File: src/rtl/alu_seq_if.sv
// alu_seq request/result bundle.
// Master drives start/operands, slave returns status and result.
interface alu_seq_if #(
  parameter int WIDTH = 6
);
  logic               start;
  logic [WIDTH-1:0]   a;
  logic [WIDTH-1:0]   b;
  logic [1:0]         func;
  logic               busy;
  logic               done;
  logic [2*WIDTH-1:0] out;
  logic               ovf;
  logic               dbz;

  modport master (
    output start, a, b, func,
    input  busy, done, out, ovf, dbz
  );

  modport slave (
    input  start, a, b, func,
    output busy, done, out, ovf, dbz
  );
endinterface

File: src/rtl/alu_seq.sv
// Sequential ALU: 1-cycle add/sub, WIDTH-cycle shift-add mul and restoring div.
// Optional macro ALU_SEQ_DBZ_EN adds early divide-by-zero completion and dbz flag.
module alu_seq #(
  parameter int WIDTH = 6
) (
  input  logic     clk,
  input  logic     rst_n,
  alu_seq_if.slave bus
);
  localparam int CW = $clog2(WIDTH + 1);

  typedef enum logic [1:0] {IDLE, MUL, DIV} state_t;

  state_t             r_state, w_next;
  logic [WIDTH-1:0]   r_a, r_b;
  logic [1:0]         r_func;
  logic [2*WIDTH-1:0] r_acc;
  logic [CW-1:0]      r_cnt;
  logic               r_pend;
  logic [2*WIDTH-1:0] r_out;
  logic               r_ovf;
  logic               r_done;

  logic               w_acc, w_z, w_last, w_fin;
  logic [WIDTH:0]     w_as, w_msum, w_shf;
  logic [WIDTH-1:0]   w_dif;
  logic               w_ge;
  logic [2*WIDTH-1:0] w_mstep, w_dstep;

  assign w_acc = bus.start && (r_state == IDLE);

`ifdef ALU_SEQ_DBZ_EN
  assign w_z = (bus.func == 2'b11) && (bus.b == '0);
`else
  assign w_z = 1'b0;
`endif

  assign w_last = (r_state != IDLE) && (r_cnt == CW'(WIDTH));
  assign w_fin  = r_pend || w_last;

  assign w_as = r_func[0] ? ({1'b0, r_a} - {1'b0, r_b})
                          : ({1'b0, r_a} + {1'b0, r_b});

  // product reg: {partial sum, unconsumed multiplier bits}
  assign w_msum  = {1'b0, r_acc[2*WIDTH-1:WIDTH]}
                 + (r_acc[0] ? {1'b0, r_a} : '0);
  assign w_mstep = {w_msum, r_acc[WIDTH-1:1]};

  // divide reg: {partial remainder, dividend/quotient bits}
  assign w_shf   = r_acc[2*WIDTH-1:WIDTH-1];
  assign w_ge    = w_shf >= {1'b0, r_b};
  assign w_dif   = w_shf[WIDTH-1:0] - r_b;
  assign w_dstep = w_ge
    ? {w_dif, r_acc[WIDTH-2:0], 1'b1}
    : {w_shf[WIDTH-1:0], r_acc[WIDTH-2:0], 1'b0};

  // state register
  always_ff @(posedge clk or negedge rst_n) begin
    if (!rst_n) r_state <= IDLE;
    else        r_state <= w_next;
  end

  // next-state: dispatch on accept, leave after WIDTH iterations
  always_comb begin
    w_next = r_state;
    unique case (r_state)
      IDLE: begin
        if (w_acc && bus.func == 2'b10)
          w_next = MUL;
        else if (w_acc && bus.func == 2'b11 && !w_z)
          w_next = DIV;
      end
      MUL, DIV: begin
        if (w_last) w_next = IDLE;
      end
      default: w_next = IDLE;
    endcase
  end

  // operand latch, iteration and result registers
  always_ff @(posedge clk or negedge rst_n) begin
    if (!rst_n) begin
      r_a    <= '0;
      r_b    <= '0;
      r_func <= '0;
      r_acc  <= '0;
      r_cnt  <= '0;
      r_pend <= 1'b0;
      r_out  <= '0;
      r_ovf  <= 1'b0;
      r_done <= 1'b0;
    end else begin
      r_done <= w_fin;
      r_pend <= w_acc && (!bus.func[1] || w_z);
      if (w_acc) begin
        r_a    <= bus.a;
        r_b    <= bus.b;
        r_func <= bus.func;
        r_cnt  <= '0;
        r_acc  <= bus.func[0] ? {{WIDTH{1'b0}}, bus.a}
                              : {{WIDTH{1'b0}}, bus.b};
      end else if (r_state == MUL && !w_last) begin
        r_acc <= w_mstep;
        r_cnt <= r_cnt + 1'b1;
      end else if (r_state == DIV && !w_last) begin
        r_acc <= w_dstep;
        r_cnt <= r_cnt + 1'b1;
      end
      if (r_pend) begin
        if (r_func[1]) begin
          r_out <= {{WIDTH{1'b1}}, r_a};
          r_ovf <= 1'b0;
        end else begin
          r_out <= {{WIDTH{1'b0}}, w_as[WIDTH-1:0]};
          r_ovf <= w_as[WIDTH];
        end
      end else if (w_last) begin
        r_ovf <= 1'b0;
        r_out <= (r_state == MUL) ? r_acc
               : {r_acc[WIDTH-1:0], r_acc[2*WIDTH-1:WIDTH]};
      end
    end
  end

`ifdef ALU_SEQ_DBZ_EN
  logic r_dbz;

  // dbz set by early div-by-zero completion, cleared by any other
  always_ff @(posedge clk or negedge rst_n) begin
    if (!rst_n)     r_dbz <= 1'b0;
    else if (w_fin) r_dbz <= r_pend && r_func[1];
  end

  assign bus.dbz = r_dbz;
`else
  assign bus.dbz = 1'b0;
`endif

  assign bus.busy = (r_state != IDLE) && (r_cnt != '0);
  assign bus.done = r_done;
  assign bus.out  = r_out;
  assign bus.ovf  = r_ovf;
endmodule
File: src/flat_wrapper.sv
// flat-port wrapper written by rule: the top's interface ports become plain ports
module alu_seq_flat 
#(
  parameter int WIDTH = 6
)
  (clk, rst_n, bus_start, bus_a, bus_b, bus_func, bus_busy, bus_done, bus_out, bus_ovf, bus_dbz);
  alu_seq_if #(.WIDTH(WIDTH)) bus_i ();
  input  logic clk;
  input  logic rst_n;
  input wire logic [$bits(bus_i.start)-1:0] bus_start;
  input wire logic [$bits(bus_i.a)-1:0] bus_a;
  input wire logic [$bits(bus_i.b)-1:0] bus_b;
  input wire logic [$bits(bus_i.func)-1:0] bus_func;
  output wire logic [$bits(bus_i.busy)-1:0] bus_busy;
  output wire logic [$bits(bus_i.done)-1:0] bus_done;
  output wire logic [$bits(bus_i.out)-1:0] bus_out;
  output wire logic [$bits(bus_i.ovf)-1:0] bus_ovf;
  output wire logic [$bits(bus_i.dbz)-1:0] bus_dbz;
  assign bus_i.start = bus_start;
  assign bus_i.a = bus_a;
  assign bus_i.b = bus_b;
  assign bus_i.func = bus_func;
  assign bus_busy = bus_i.busy;
  assign bus_done = bus_i.done;
  assign bus_out = bus_i.out;
  assign bus_ovf = bus_i.ovf;
  assign bus_dbz = bus_i.dbz;
  alu_seq #(.WIDTH(WIDTH)) u_core (.clk(clk), .rst_n(rst_n), .bus(bus_i));
endmodule
File: config.mk
export PLATFORM = sky130hd
export DESIGN_NAME = alu_seq_flat
export DESIGN_NICKNAME = d
export VERILOG_FILES = /design/src/rtl/alu_seq_if.sv /design/src/rtl/alu_seq.sv /design/src/flat_wrapper.sv
export SDC_FILE = /design/constraint.sdc
export NUM_CORES = 1
export LEC_CHECK = 0
export BUFFER_PORTS_ARGS = -buffer_cell sky130_fd_sc_hd__buf_2
export CAP_MARGIN = 30
export CORE_ASPECT_RATIO = 0.5
export CORE_UTILIZATION = 60
export CTS_CLUSTER_SIZE = 10
export DETAILED_ROUTE_END_ITERATION = 10
export PLACE_DENSITY = 0.88
export REMOVE_ABC_BUFFERS = 1
export SETUP_SLACK_MARGIN = 0.2
export SYNTH_ARGS = -nofsm -noshare
export SYNTH_HDL_FRONTEND = slang
export SYNTH_SLANG_ARGS = --single-unit
File: constraint.sdc
create_clock -name clk -period 2.8 [get_ports clk]
set_clock_uncertainty 0.15 [all_clocks]
set_input_delay 0.56 -clock clk [delete_from_list [all_inputs] [get_ports clk]]
set_output_delay 0.56 -clock clk [all_outputs]
set_load 0.02 [all_outputs]
==> summary.txt <==
Status
  – Status: completed

Global routing
  – Global-route wire length before repair: 13.0 mm
  – Number of antenna violations at the first check in global routing: 0
  – Total congestion overflow after global routing: 0
  – Maximum number of pins on one net before global-route repair: 30
  – Via count of the first global-routing pass: 2635
  – Global-route total usage across every layer: 30.6%

CTS
  – Clock Latency Late Sink: 0.31 ns
  – H-tree levels: 2
  – Total CTS buffers: 5
  – Post-CTS Hold Fix Bufs: 0
  – Clock tree from TritonCTS: yes
  – Register clock-pin slew on the reported worst setup and hold paths: 0.09 ns
  – Clock sink count: 46
  – Root Driver: sky130_fd_sc_hd__clkbuf_8
  – Deepest clock path buffer count: 2

STA
  – Final Max Slew Viols: 0
  – Final Cycle Share: 88.4%
  – Smallest setup slack after layout: 0.326 ns
  – Setup violations, final: 0
  – RSZ-0062 raised after global routing: true
  – Highest attainable clock frequency: 404 MHz
  – Number of endpoints with negative hold slack in the final report: 0
  – Least-Margin Pin Slew: 0.693 ns
  – Max-Slew Margin vs Limit: 53.6%
  – Setup TNS: 0 ns
  – Crit path time final: 2.47 ns

Placement
  – Dpl hpwl: 6.44 mm
  – Number of placed cells counting well taps: 442
  – Global placer's final weighted congestion: 1.00
  – Quantity of I/O buffers inserted on ports: 31
  – Pre-CTS setup slack: 0.261 ns

Critical path
  – Cell-by-cell listing of the critical path: inv_1 > ha_1 > mux2i_1 > fa_1 > a211oi_2 > o21bai_1 > a21oi_1 > xnor2_1 > o32ai_1
  – Minimum setup slack among reg-to-reg paths: 0.33 ns
  – Endpoint kind of the worst setup timing path: register
  – Crit start category: register
  – Cell type of the slowest stage on the worst timing path: sky130_fd_sc_hd__fa_1
  – CP arrival: 2.54 ns
  – Critical Path Max Stage Delay: 0.48 ns
  – Length in cells of the worst reg-to-reg path: 9
  – Worst EP required: 2.86 ns
  – Crit Path Category: register to register
  – Max FO, Critical Path: 4

Floorplanning
  – Starting density of the core: 64.5%
  – Standard-cell row count: 18
  – Die area: 0.00581 mm2
  – Overall die height: 54.4 um
  – Horizontal die dimension: 107 um
  – IO Pins: 33
  – Placeable core region: 0.00511 mm2

Power
  – Static leakage: 1.67 nW
  – Pwr Density: 1400 mW/mm2
  – Max rail drop VDD: 0.000852 V

Drt
  – Via count: 2808
  – Iteration-0 DRC count of the detailed router: 173
  – DRC viols: 0
  – Pre-antenna DRT Iters: 5
  – Final ANT Viol Nets: 0
  – Total wire length: 8.44 mm
  – Per-cell via count in the routed design: 6.21
  – Routed wire length per instance: 18.7 um

Final layout
  – Most common cell after layout, fill and taps aside: sky130_fd_sc_hd__dfrtp_1
  – Layout net count: 426
  – Core Util, Final: 71.1%
  – Proportion of layout cells with a drive suffix above 1: 19.6%
  – Final antenna diode count: 0
  – Area Overhead vs Synth: 10.3%
  – Number of standard cells in the layout, taps in and fillers out: 452
  – Fill count: 353
  – Commonest cells after routing, fill and taps aside: sky130_fd_sc_hd__dfrtp_1, sky130_fd_sc_hd__nor2_1, sky130_fd_sc_hd__buf_2

Synth
  – Post-synthesis async set-or-reset flop share: 100%
  – Proportion of synthesized area in mux cells: 14.1%
  – Main synth FF type: sky130_fd_sc_hd__dfrtp_1
  – Area share of xor/xnor cells in the synthesized design: 3.19%
  – Number of flops mapped to enable cells by yosys: 0
  – Dominant combinational cell family by area after synthesis: compound AO/OA/AOI/OAI gates
  – Per-instance average area after synthesis: 9.34 um2
  – Post-synth design cell area: 0.00330 mm2
  – Library cells used by synthesis: 52
  – Fraction of the yosys area taken by sequential cells: 34.9%
  – Synth warn: 0
  – Total of flip-flops plus latches after synthesis: 46
  – Adder and majority gate portion of the synthesized area: 11.3%
  – Area fraction in compound gates after synthesis: 18.6%
  – Synthesized-area fraction occupied by and/or/nand/nor cells: 12.8%
  – Number of instances in the synthesized netlist: 353

Hold path
  – Classification of the worst-slack hold path: input port to asynchronous set/reset pin

Flow run
  – Max Cap Violations: 0
==> registers in the layout, summed over array words and instances, names as in the netlist, 2 cells and up <==
register	cells
u_core.r_func	2
u_core.r_state	2
u_core.bus.out	12
u_core.r_a	6
u_core.r_b	6
u_core.r_cnt	3
u_core.r_acc	12
==> synthesized netlist by cell type (all sizes together), types with 2 or more instances <==
cell type / instances / area, um2
dfrtp: 46 / 1150
nor2: 32 / 120
a21oi: 27 / 135
ha: 25 / 313
mux2i: 25 / 250
inv: 23 / 86.3
nand2: 22 / 82.6
o21ai: 22 / 110
mux2: 19 / 214
a211oi: 12 / 108
clkbuf: 10 / 37.5
buf: 8 / 40.0
xnor2: 8 / 70.1
and2: 6 / 37.5
nand2b: 6 / 37.5
a21o: 5 / 38.8
a31oi: 5 / 31.3
nor3: 4 / 20.0
o221ai: 4 / 35.0
xor2: 4 / 35.0
and3: 3 / 23.8
fa: 3 / 60.1
nand3: 3 / 15.0
a221oi: 2 / 17.5
nand3b: 2 / 15.0
nor2b: 2 / 12.5
o211ai: 2 / 15.0
o21bai: 2 / 15.0
o31ai: 2 / 15.0
o32ai: 2 / 17.5
or3: 2 / 12.5
==> repair_timing <==
action | in CTS | in global routing
gates resized for setup | 0 | 4
setup buffers | 0 | 2
setup endpoints to repair | 0 | 4
==> stage by stage <==
| step | area [um2] | power [mW] | hold WS [ns] |
|---|---|---|---|
| after floorplan | 3220 | 3.62 | 0.114 |
| after global placement | 3530 | 4.35 | 0.351 |
| after detailed placement | 3530 | 4.52 | 0.364 |
| after CTS | 3610 | 4.96 | 0.0331 |
| after global routing | 3640 | 5.45 | 0.0485 |
| final | 3640 | 5.10 | 0.0197 |
==> kinds of logic after synthesis <==
logic type	after synthesis
other cells	1
flops	46
compound gates	94
mux	44
xor+xnor	12
simple gates	87
fa+ha+maj	28
buf+inv	41
==> power by group <==
part           total [mW]  leakage, nW  switching, mW  internal, mW
Sequential           1.38        0.567          0.405         0.973
Combinational        3.30         1.05           1.82          1.48
Clock               0.427       0.0452          0.250         0.177
==> metal layers <==
layer  part of all wire [%]  GRT usage, %  vias up
met5                      0             0        -
met4                    2.2          10.7        0
met3                    8.3          7.50       28
met2                     45          51.9      141
met1                     44          39.4     1324
li1                       -             -     1315
==> worst max-delay path: cells and delay by family, from the launching register on <==
family	cells	cell delay, ns
AOI/OAI and AO/OA	4	0.75
xor gates and xnor gates	1	0.09
adders and majority gates	2	0.77
buffers and inverters	1	0.12
DFF	1	0.39
muxes	1	0.12
==> final timing paths <==
check / startpoint / end
setup / recovery: u_core.r_b[1] / u_core.bus.ovf
hold / removal: rst_n / u_core.r_cnt[1]
setup reg to reg: u_core.r_b[1] / u_core.bus.ovf
hold reg to reg: u_core.bus.ovf / u_core.bus.ovf
max in group asynchronous: rst_n / u_core.r_acc[0]
min in group clk: bus_func[1] / u_core.r_pend
==> cell type report <==
class                           count  area, um2  area share [%]
Multi-Input combinational cell    266       2000            54.9
Sequential cell                    46       1150            31.7
Timing Repair Buffer               39        228            6.26
Tap cell                           70       87.6            2.41
Inverter                           23       86.3            2.37
Clock buffer                        6       72.6            2.00
Clock inverter                      2       13.8           0.379
Power figures use the tool's default switching activity.
